### config.mk
export PLATFORM = sky130hd
export DESIGN_NAME = pc_sequencer
export DESIGN_NICKNAME = d
export VERILOG_FILES = /design/src/rtl/pc_sequencer.sv
export SDC_FILE = /design/constraint.sdc
export NUM_CORES = 1
export LEC_CHECK = 0
export BUFFER_PORTS_ARGS = -buffer_cell sky130_fd_sc_hd__buf_4
export CORE_MARGIN = 4
export CORE_UTILIZATION = 40
export DETAILED_ROUTE_END_ITERATION = 10
export PLACE_DENSITY = 0.78
export SLEW_MARGIN = 10
export SYNTH_ARGS = -nofsm -noshare
export SYNTH_HDL_FRONTEND = slang
export SYNTH_SLANG_ARGS = --single-unit
### constraint.sdc
create_clock -name clk -period 4.35 [get_ports clk]
set_input_delay 0.6525 -clock clk [delete_from_list [all_inputs] [get_ports clk]]
set_output_delay 0.6525 -clock clk [all_outputs]
set_load 0.02 [all_outputs]
### src/rtl/pc_sequencer.sv
// KGP-RISC fetch-path PC sequencer: RST_HOLD -> FETCH -> EXEC -> (FETCH | HALTED).
// Build option PC_MISALIGN_CHK_EN: a misaligned jump/branch target halts and sets misalign instead of being truncated.
module pc_sequencer #(
  parameter logic [31:0] RESET_PC = 32'h0000_0000
) (
  input  logic        clk,
  input  logic        rst,
  input  logic        stall,
  input  logic        br_taken,
  input  logic [31:0] br_off_sh,
  input  logic        jmp,
  input  logic [31:0] jmp_tgt,
  input  logic        halt,
  output logic        imem_req,
  output logic [31:0] imem_addr,
  input  logic        imem_ack,
  output logic [31:0] pc,
  output logic [31:0] pc_plus4,
  output logic        instr_valid,
  output logic        halted,
  output logic        misalign
);

  typedef enum logic [1:0] {RST_HOLD, FETCH, EXEC, HALTED} state_t;

  state_t      r_state;
  logic        r_hold;
  logic        r_vld;
  logic [31:0] r_pc;

  logic [31:0] w_seq;
  logic [31:0] w_tgt;
  logic [31:0] w_tgt_al;
  logic        w_redirect;

  assign w_seq      = r_pc + 32'd4;
  assign w_redirect = jmp | br_taken;
  // jmp outranks br_taken when both are asserted
  assign w_tgt      = jmp ? jmp_tgt : (w_seq + br_off_sh);
  assign w_tgt_al   = w_tgt & ~32'd3;

`ifdef PC_MISALIGN_CHK_EN
  logic r_mis;
  logic w_tgt_bad;
  assign w_tgt_bad = (w_tgt != w_tgt_al);
  assign misalign  = r_mis;
`else
  assign misalign  = 1'b0;
`endif

  always_ff @(posedge clk or posedge rst) begin
    if (rst) begin
      r_state <= RST_HOLD;
      r_hold  <= 1'b1;
      r_vld   <= 1'b0;
      r_pc    <= RESET_PC;
`ifdef PC_MISALIGN_CHK_EN
      r_mis   <= 1'b0;
`endif
    end else begin
      r_vld <= 1'b0;
      case (r_state)
        // one full idle cycle after release before the first request
        RST_HOLD: begin
          if (r_hold) r_hold  <= 1'b0;
          else        r_state <= FETCH;
        end
        FETCH: begin
          if (imem_ack) begin
            r_state <= EXEC;
            r_vld   <= 1'b1;
          end
        end
        EXEC: begin
          if (!stall) begin
            if (halt) begin
              r_state <= HALTED;
            end else if (w_redirect) begin
`ifdef PC_MISALIGN_CHK_EN
              if (w_tgt_bad) begin
                r_state <= HALTED;
                r_mis   <= 1'b1;
              end else begin
                r_pc    <= w_tgt;
                r_state <= FETCH;
              end
`else
              r_pc    <= w_tgt_al;
              r_state <= FETCH;
`endif
            end else begin
              r_pc    <= w_seq;
              r_state <= FETCH;
            end
          end
        end
        HALTED:  r_state <= HALTED;
        default: r_state <= RST_HOLD;
      endcase
    end
  end

  assign imem_req    = (r_state == FETCH);
  assign halted      = (r_state == HALTED);
  assign instr_valid = r_vld;
  assign pc          = r_pc;
  assign imem_addr   = r_pc;
  assign pc_plus4    = w_seq;

endmodule

Word level (Yosys, flattened, before mapping)
Cells that the tools add are included.
W data, S select, Z words.
{ "classes": {"mux": 9, "n_reduce_logical": 3, "bitwise": 3, "addsub": 2, "n_eq_ne": 6} }
{ "ops": {"columns": ["operator", "count"], "rows": [
  ["$mux W32", 2],
  ["$add A32 B3 Y32 const B", 1],
  ["$add A32 B32 Y32", 1],
  ["$mux W2", 4],
  ["$pmux W2 S4", 1],
  ["$reduce_and A3 Y1", 2],
  ["$eq A2 B2 Y1 const B", 2],
  ["$ne A2 B2 Y1 const B", 2],
  ["$eq A2 B1 Y1 const B", 1],
  ["$logic_not A2 Y1", 1],
  ["$mux W1", 2],
  ["$ne A2 B1 Y1 const B", 1],
  ["$not A1 Y1", 2],
  ["$or A1 B1 Y1", 1]
]} }
{ "totals": {"reg_bits": 36, "output_inout_bits": 100, "input_bits": 71} }

Longest topological paths before layout
{ "logic_depth": {"depth_word": 4, "depth_mapped": 15} }

Least setup slack after synthesis
Ideal clock, no wire load.
{ "synth_path": {"kind": "flip-flop to flip-flop", "startpoint": "register r_pc[10], in the netlist imem_addr[10]", "endpoint": "register r_pc[23], in the netlist imem_addr[23]", "arrival_time_ns": 3.661, "n_path_buf": 0, "stages_incl_launch_ff": 14, "period_less_slack_ns": 3.787, "setup_ns": 0.126, "path_slack_ns": 0.563, "cell_sequence": "dfrtp_1 -> nand4_4 -> nor4_4 -> nand3_1 -> xnor2_1 -> ha_1 -> a211oi_1 -> a32o_1 -> o21ai_0 -> a21boi_2 -> a31oi_1 -> xor2_1 -> a21oi_1 -> a221o_1"} }
{ "synth_between": {"elab_chain_cells": 4} }
{ "synth_rtl": {"columns": ["element", "line", "text"], "rows": [
  ["start: declaration", "29", "logic [31:0] r_pc;"],
  ["start signal: assignment", "88", "r_pc <= w_tgt_al;"],
  ["start signal: assignment", "92", "r_pc <= w_seq;"],
  ["$add A32 B3 Y32", "36", "assign w_seq = r_pc + 32'd4;"],
  ["named net pc_plus4[18]", "18", "output logic [31:0] pc_plus4,"],
  ["$add A32 B32 Y32", "39", "assign w_tgt = jmp ? jmp_tgt : (w_seq + br_off_sh);"],
  ["$mux W32", "39", null],
  ["$mux W32", "78", "end else if (w_redirect) begin"]
]} }
The timed path passes the listed nets, and every way through them passes these cells.
A chain may end at the register's enable or synchronous reset.

Final worst setup path
{ "layout_path": {"startpoint": "register r_pc[4], in the netlist imem_addr[4]", "endpoint": "register r_pc[30], in the netlist imem_addr[30]"} }
{ "layout_between": {"elab_chain_cells": 4} }
{ "layout_rtl": {"columns": ["element", "line"], "rows": [
  ["$add A32 B3 Y32 *", "36"],
  ["$add A32 B32 Y32", "39"],
  ["$mux W32", "39"],
  ["$mux W32 *", "78"]
]} }
Mark *: on every way between the ends. The rest lies on a longest branch, timed or not.

==> flow_summary.toml <==
[outcome]
run_status = "finished, final reports clean"

[logic_synthesis]
yosys-top-cells-count = "sky130_fd_sc_hd__nand2_1, sky130_fd_sc_hd__a21oi_1, sky130_fd_sc_hd__o21ai_0, sky130_fd_sc_hd__buf_4, sky130_fd_sc_hd__ha_1"
synth.area.top_cells = "sky130_fd_sc_hd__dfrtp_1, sky130_fd_sc_hd__ha_1, sky130_fd_sc_hd__xnor2_1"
synth-async-reset-ratio = 1.00
synthCells = 546
synth.most_common_cell = "sky130_fd_sc_hd__nand2_1"
post-synth-top-area-cell = "sky130_fd_sc_hd__dfrtp_1"
syn-mean-instance-area_um2 = 7.80
ys_warn_count = 0
post-synth-top-area-fraction = 0.194
ys_dominant_reg_cell = "sky130_fd_sc_hd__dfrtp_1"
synth.cell_area_um2 = 4260
ys_ff_latch = 34
synth_edf_count = 0
seq_total_area_yosys = 0.200
synthDistinctLibCells = 70

[clock_network]
worstSkewPairLatency_ns = 0.29
tritoncts_sinks = 34
htree_levels = 2
post_cts.repair.setup_buffers = 0
number_of_buffers_created_by_cts = 5
cts_repair_resize_count = 0
clock_tree.root_cell = "sky130_fd_sc_hd__clkbuf_8"
tritoncts = "done"
clk_transition_reported_paths_ns = 0.08
cts-root-to-sink-buffers = 2
hold_buffers = 0

[critical_path]
timing.rr.start = "imem_addr[4]"
rr_endpoint = "imem_addr[30]"
worst_setup_start_kind = "flip-flop"
critical_path_arrival_ns = 4.10
timing.critical_path.to_type = "flip-flop"
critPathKind = "flip-flop to flip-flop"
worstPathMaxFanout = 9
worst-r2r-setup-slack_ns = 0.42
critical_path_required_ns = 4.52
reg2reg_depth = 15

[global_route]
grt_max_degree = 35
grt_overflow = 0
first_pass_grt_wire_length_mm = 22.8
antenna_found_initial = 0
number_of_global_route_vias_before_repair = 4511
groute.usage.overall = 0.218

[min_path]
timing.hold.worst.class = "flip-flop to flip-flop"
min_delay_path_depth = 1
min_delay_worst_endpoint = "r_hold"
hold_path_startpoint = "r_hold"

[run]
max_cap_violations = 0

[placement]
globalplace.congestion = 0.922
dp_hpwl_mm = 11.0
io_buffer_count = 159

[floorplan]
die_h_um = 111
placement_rows = 37
start_util = 0.411
placeableCoreArea_um2 = 10400
die_width_um = 111
fp.dieArea_um2 = 12400
io-pin-count = 171

[layout]
layout-area-overhead-vs-synth_pct = 27.8
fillCellCount = 977
layout-drive-gt1-share = 0.299
multi_input_comb_area_um2 = 3010
finish.net_count = 777
final-seq-area_um2 = 852
antenna_cells = 0

[timing]
final_hold_viol_count = 0
fin_hold_ws_ns = 0.465
fin_skew_ns = 0.00904
relative_max_transition_margin = 0.467
period_needed_ns = 3.93
final.setup.tns_ns = 0
setup-violations-final = 0
clock.fmax_mhz = 254
tightest_slew_ns = 0.798
finalMaxSlewViolations = 0
layout_worst_path_cycle_share = 0.904
unrepaired_setup_endpoints_after_global_routing = "false"

[route]
drt_wl_total_mm = 14.2
detailedRoute.firstIterationViolations = 366
drtPass1Iterations = 5
wl_per_cell_um = 17.6
post_drt_via_cell_ratio = 5.64
post-route-drc-count = 0
detailroute.via_count = 4548
antenna_left = 0

[power_and_ir_drop]
post-layout-total-power_mw = 1.84
irDropWorstVdd_uv = 176
power-per-cell-area_nw_per_um2 = 338
p_leak_nw = 2.76
==> cell type report <==
class	count	share of cell area
clock buffers	6	0.0152
multi-input cells	445	0.554
repair buffers	166	0.229
well taps	136	0.0313
flip-flops and latches	34	0.157
inverters	17	0.0117
clock inverters	2	0.00230
==> worst max-delay path by stage <==
stage / startpoint / to / slack [ns] / cells past startpoint
after floorplan: imem_addr[10] / imem_addr[23] / 0.56 / 13
after global placement: imem_addr[4] / imem_addr[23] / 0.66 / 15
after detailed placement: imem_addr[4] / imem_addr[30] / 0.50 / 15
after CTS: imem_addr[4] / imem_addr[30] / 0.44 / 15
after global routing: imem_addr[4] / imem_addr[30] / 0.13 / 15
final: imem_addr[4] / imem_addr[30] / 0.42 / 15
==> layout by cell type, fill, tap and decap left out, types with 3 or more instances in the layout <==
cell / netlist / layout
sky130_fd_sc_hd__xor2_1: 14 / 14
sky130_fd_sc_hd__and4_2: 3 / 3
sky130_fd_sc_hd__nand2_1: 58 / 58
sky130_fd_sc_hd__and3_1: 13 / 13
sky130_fd_sc_hd__o22ai_1: 5 / 5
sky130_fd_sc_hd__a21o_1: 14 / 14
sky130_fd_sc_hd__xnor2_1: 35 / 35
sky130_fd_sc_hd__conb_1: 1 / 7
sky130_fd_sc_hd__and2_1: 3 / 3
sky130_fd_sc_hd__mux2i_1: 8 / 8
sky130_fd_sc_hd__a31oi_1: 4 / 4
sky130_fd_sc_hd__buf_4: 37 / 166
sky130_fd_sc_hd__o211ai_1: 5 / 5
sky130_fd_sc_hd__a221oi_1: 3 / 3
sky130_fd_sc_hd__clkbuf_8: 0 / 6
sky130_fd_sc_hd__a21oi_1: 54 / 54
sky130_fd_sc_hd__ha_1: 37 / 37
sky130_fd_sc_hd__nor2_1: 32 / 32
sky130_fd_sc_hd__dfrtp_1: 33 / 33
sky130_fd_sc_hd__nor2b_1: 3 / 3
sky130_fd_sc_hd__nand4_1: 13 / 13
sky130_fd_sc_hd__o21bai_1: 5 / 5
sky130_fd_sc_hd__nand3_1: 15 / 15
sky130_fd_sc_hd__inv_1: 15 / 15
sky130_fd_sc_hd__a211oi_1: 5 / 5
sky130_fd_sc_hd__nor3_1: 9 / 9
sky130_fd_sc_hd__o211a_1: 4 / 4
sky130_fd_sc_hd__o21ai_0: 46 / 46
sky130_fd_sc_hd__or3_1: 5 / 5
==> flip-flops by register name (all words and copies together), names as in the netlist <==
register and flops:
imem_addr 30, instr_valid 1, r_hold 1, r_state 2
==> logic make-up (layout without fill, tap and decap cells) <==
family / Yosys count / count (layout) / share of synthesized area
DFF: 34 / 34 / 0.200
xor gates and xnor gates: 51 / 51 / 0.108
adders and majority gates: 37 / 37 / 0.109
muxes: 8 / 8 / 0.0188
and+or+nand+nor: 171 / 171 / 0.211
AOI/OAI and AO/OA: 171 / 171 / 0.253
other: 1 / 7 / 0.000880
buffers and inverters: 73 / 191 / 0.0990
==> layer usage <==
layer | vias up | share of wire | global-route usage | wire, um
met5 | - | 0 | 0 | 0
met4 | 0 | 0.020 | 0.0438 | 284
met1 | 2115 | 0.43 | 0.290 | 6130
met2 | 221 | 0.47 | 0.368 | 6740
met3 | 26 | 0.074 | 0.0437 | 1050
li1 | 2186 | - | - | -
==> metrics by stage <==
| step | instance area (um^2) | cells | worst slack [ns] | util |
|---|---|---|---|---|
| 6_report | 5440 | 806 | 0.418 | 0.525 |
| 5_1_grt | 5440 | 806 | 0.126 | 0.525 |
| 4_1_cts | 5440 | 806 | 0.445 | 0.525 |
| 3_5_place_dp | 5350 | 798 | 0.505 | 0.516 |
| 3_3_place_gp | 5350 | 798 | 0.663 | 0.516 |
| 2_1_floorplan | 4280 | 552 | 0.563 | - |
==> critical path, stage by stage (launching register included) <==
cell	delay, ns
sky130_fd_sc_hd__dfrtp_1	0.55
sky130_fd_sc_hd__and3_1	0.25
sky130_fd_sc_hd__nand4_1	0.26
sky130_fd_sc_hd__nor2_1	0.18
sky130_fd_sc_hd__buf_4	0.19
sky130_fd_sc_hd__nand4_1	0.13
sky130_fd_sc_hd__xnor2_1	0.47
sky130_fd_sc_hd__ha_1	0.37
sky130_fd_sc_hd__a21o_1	0.20
sky130_fd_sc_hd__a21o_1	0.17
sky130_fd_sc_hd__a21oi_1	0.21
sky130_fd_sc_hd__o21ai_0	0.10
sky130_fd_sc_hd__nand2_1	0.08
sky130_fd_sc_hd__o21ai_0	0.15
sky130_fd_sc_hd__mux2i_1	0.16
sky130_fd_sc_hd__o41ai_1	0.35
==> power breakdown <==
part | switching, mW | leakage (nW) | internal [mW]
Combinational | 0.645 | 2.28 | 0.481
Sequential | 0.0957 | 0.440 | 0.360
Clock | 0.130 | 0.0472 | 0.128
Power figures use the tool's default switching activity.
